### src/rtl/mux8_rr_arbiter.sv
// Round-robin arbiter sharing one 8:1 mux channel among 8 requesters.
// Each ownership is bounded to MAX_HOLD cycles. All outputs are registered.
module mux8_rr_arbiter #(
   parameter int unsigned MAX_HOLD = 4,
   parameter int unsigned HOLD_W   = 8
) (
   input  logic              Clk,
   input  logic              Reset,
   input  logic [7:0]        Req,
   output logic [7:0]        Grant,
   output logic [2:0]        Sel,
   output logic              Valid,
   output logic [HOLD_W-1:0] HoldCnt
);

   typedef enum logic [0:0] {
      IDLE  = 1'b0,
      GRANT = 1'b1
   } state_t;

   state_t     state;
   logic [2:0] last;

   logic [2:0] ptr_c;
   logic [2:0] pick_c;
   logic       pick_vld_c;
   logic       release_c;

   // Owner gives up the mux when it stops requesting or its hold budget is spent
   always_comb begin
      release_c = 1'b0;
      if (state == GRANT) begin
         release_c = !Req[Sel] || (HoldCnt == HOLD_W'(MAX_HOLD));
      end
   end

   // Round-robin pick: scan from one past the pointer, wrapping; in GRANT the
   // pointer is the releasing owner, so it becomes the last candidate
   always_comb begin : pick_blk
      logic [2:0] idx;
      idx        = 3'd0;
      pick_c     = 3'd0;
      pick_vld_c = 1'b0;
      ptr_c      = (state == GRANT) ? Sel : last;
      for (int k = 1; k <= 8; k++) begin
         idx = ptr_c + 3'(k);
         if (!pick_vld_c && Req[idx]) begin
            pick_vld_c = 1'b1;
            pick_c     = idx;
         end
      end
   end

   // Arbiter state and registered outputs
   always_ff @(posedge Clk) begin
      if (Reset) begin
         state   <= IDLE;
         last    <= 3'd7;
         Grant   <= 8'd0;
         Sel     <= 3'd0;
         Valid   <= 1'b0;
         HoldCnt <= '0;
      end else begin
         case (state)
            IDLE: begin
               if (pick_vld_c) begin
                  state   <= GRANT;
                  Grant   <= 8'(1) << pick_c;
                  Sel     <= pick_c;
                  Valid   <= 1'b1;
                  HoldCnt <= HOLD_W'(1);
               end
            end
            GRANT: begin
               if (release_c) begin
                  last <= Sel;
                  if (pick_vld_c) begin
                     Grant   <= 8'(1) << pick_c;
                     Sel     <= pick_c;
                     Valid   <= 1'b1;
                     HoldCnt <= HOLD_W'(1);
                  end else begin
                     state   <= IDLE;
                     Grant   <= 8'd0;
                     Valid   <= 1'b0;
                     HoldCnt <= '0;
                  end
               end else begin
                  HoldCnt <= HoldCnt + HOLD_W'(1);
               end
            end
            default: begin
               state <= IDLE;
            end
         endcase
      end
   end

endmodule

### config.mk
export PLATFORM = sky130hd
export DESIGN_NAME = mux8_rr_arbiter
export DESIGN_NICKNAME = d
export VERILOG_FILES = /design/src/rtl/mux8_rr_arbiter.sv
export SDC_FILE = /design/constraint.sdc
export NUM_CORES = 1
export LEC_CHECK = 0
export ABC_CLOCK_PERIOD_IN_PS = 7000
export CAP_MARGIN = 20
export CORE_ASPECT_RATIO = 1.4
export CORE_MARGIN = 4
export CORE_UTILIZATION = 50
export DETAILED_ROUTE_END_ITERATION = 8
export GPL_ROUTABILITY_DRIVEN = 0
export HOLD_SLACK_MARGIN = 0.05
export PLACE_DENSITY_LB_ADDON = 0.25
export SYNTH_ARGS = -nofsm -noshare
export SYNTH_HDL_FRONTEND = slang
export SYNTH_SLANG_ARGS = --single-unit
### constraint.sdc
create_clock -name Clk -period 7 [get_ports Clk]
set_clock_uncertainty 0.15 [all_clocks]
set_input_delay 2.1 -clock Clk [delete_from_list [all_inputs] [get_ports Clk]]
set_output_delay 2.1 -clock Clk [all_outputs]
set_load 0.01 [all_outputs]
==> results.ini <==
[detailed_routing]
route.detailed.drc=0
drtIter0Drc=222
wl_per_cell_um=18.2
postRouteAntennaNets=0
drt-vias-per-instance=6.53
vias=1862
drt_wl_total_um=5200
drtPass1Iterations=4

[clocking]
cts_resized=0
clk_latency_ns=0.27
hold_buffers=0
clock-sinks=24
cts_root_buf=clkbuf_8
post-cts-setup-buffers=0
cts.path.max_buffers=2
htree_levels=1
cts_tree=done
path_clk_slew_ns=0.08
cts_made_buffers=3

[timing]
finalHoldViolCount=0
setup_viol_count_final=0
max_slew_margin_pct=43.6
final.setup.tns_ns=0
fmax_ghz=0.207
worstMarginPinSlew_ns=0.829
timing.final.crit_share_pct=69.2
min_period_ns=4.84
finalMaxSlewViolations=0
rsz0062_at_grt=no

[cells_and_area]
drive_gt1_share_pct=17.8
regArea_um2=480
multi_input_area_um2=1540
fin_area_um2=2460
area_growth_pct=16.7
final_common_cell=clkdlybuf4s50_1
mostFrequentLayoutCells=29 x clkdlybuf4s50_1, 24 x dfxtp_1, 18 x nor2_1, 16 x mux2i_1
n_antenna_cell=0
nets=257
fillers=350

[critical_path]
path_max_fanout=13
worstSetupPathType=in2reg
critPathArrivalTime_ns=4.91
worstPathCellList=clkdlybuf4s50_1 -> mux4_2 -> o21ai_0 -> or3_1 -> inv_1 -> or2_2 -> nor3b_2 -> a32o_1
max_stage_delay_ns=0.51
critPathCaptureType=flip-flop
cpMaxStageDelayCell=mux4_2
required_ns=7.07
cp-start-kind=input pin

[logic_synthesis]
yosys_warnings=0
syn_nets=231
syn_avg_cell_area_um2=9.72
async_flop_share_pct=0
netlist_area_um2=2110
synth-edff-count=0
synthFlopType=dfxtp_1
synth.top_cell.area_share_pct=22.8
seq_area_frac_synth_pct=22.8
synth_cell_types=54
yosysTopAreaCell=dfxtp_1
ys_top_cells_by_area=dfxtp_1 23%, mux4_2 15%, mux2i_1 7.6%
syn_inst=217
synth_seq_cells=24

[global_routing]
grt_pass1_wl_um=8610
grt_pass1_vias=1763
use_met1_pct=24.9
antenna_found_initial=0
use_met3_pct=0.927
gr-max-usage-layer=met2
grt_usage_pct=19.7
overflow=0
grt_max_degree=18
grt_use_met2_pct=34.3

[floorplanning]
start_util_pct=52.4
rows=27
core-area_um2=4020
ios=30
die_h_um=84.8
die_area_um2=5330
die_x_um=62.9

[status]
status=complete, no violations

[power]
p_leak_nw=0.914
ir_drop_uv=214
power_density_nw_per_um2=428

[placed_design]
place_area_um2=2410
portBuffers=29
hpwl_um=3920

[worst_hold_path]
hp-class=reg2reg

[run]
drv_cap=0

==> logic make-up (layout without fill, tap and decap cells) <==
| logic type | Yosys count | after routing | share of synthesized area, % |
|---|---|---|---|
| simple gates | 73 | 73 | 19.9 |
| compound gates | 55 | 55 | 18.9 |
| mux | 41 | 41 | 30.7 |
| flops | 24 | 24 | 22.8 |
| buf+inv | 18 | 43 | 4.15 |
| fa+ha+maj | 4 | 4 | 2.37 |
| xor+xnor | 2 | 2 | 1.19 |
==> cell usage after synthesis, types with 2 or more instances <==
cell / instances
a211oi_1: 2
a21oi_1: 14
a32o_1: 7
a32oi_1: 2
and2_1: 2
and3_1: 3
buf_6: 2
clkbuf_1: 5
dfxtp_1: 24
ha_1: 4
inv_1: 7
inv_2: 2
mux2_2: 3
mux2_4: 2
mux2i_1: 16
mux2i_2: 3
mux2i_4: 3
mux4_2: 14
nand2_1: 14
nand3_1: 9
nand3b_1: 5
nor2_1: 18
nor2b_1: 5
nor3_1: 2
nor3b_1: 2
nor3b_2: 2
o211ai_1: 3
o21ai_0: 8
o21ai_1: 6
o22ai_1: 2
or3_1: 3
==> per-layer routing <==
metal | up-vias | part of all wire [%]
met4 | 0 | 2.8
met5 | - | 0
met3 | 11 | 2.7
li1 | 889 | -
met2 | 56 | 54
met1 | 906 | 41
==> sequential cells by signal, indices dropped and copies added (netlist names) <==
| register | flops |
|---|---|
| state | 1 |
| last | 3 |
| Valid | 1 |
| Sel | 3 |
| HoldCnt | 8 |
| Grant | 8 |
==> report_power, final <==
part | switching (W) | internal (W) | total (W)
combinational | 0.000407 | 0.000344 | 0.000751
clock | 0.0000441 | 0.0000503 | 0.0000944
sequential | 0.0000345 | 0.000172 | 0.000207
==> final timing paths <==
check        cells past startpoint                  start  slack [ns]                    end
min                              1  Grant[6]$_SDFFE_PP0P_        0.32  Grant[6]$_SDFFE_PP0P_
max                              8                 Req[7]        2.16  Grant[1]$_SDFFE_PP0P_
min reg2reg                      1  Grant[6]$_SDFFE_PP0P_        0.32  Grant[6]$_SDFFE_PP0P_
max reg2reg                     10       state$_SDFF_PP0_        2.52  Grant[4]$_SDFFE_PP0P_
==> worst max-delay path: cells and delay by family <==
family	cells	cell delay (ns)
and+or+nand+nor	3	1.14
buffers and inverters	2	0.74
muxes	1	0.51
AOI/OAI and AO/OA	2	0.42
==> final cells by class <==
type / instances / share of cell area, %
sequential: 24 / 19.5
multi-input combinational: 175 / 62.6
inverter: 9 / 1.37
timing repair buffer: 30 / 12.1
tap: 43 / 2.19
clock buffer: 4 / 2.24
==> stage by stage <==
step	cells	worst slack, ns	hold slack (ns)	power, W	utilization, %
after floorplan	217	2.77	0.309	0.000777	-
after global placement	281	1.90	0.307	0.000951	59.9
after detailed placement	281	1.92	0.308	0.000955	59.9
after CTS	285	2.18	0.324	0.00105	61.2
after global routing	285	1.92	0.339	0.00113	61.2
final	285	2.16	0.322	0.00105	61.2
(Power assumes the default switching activity.)
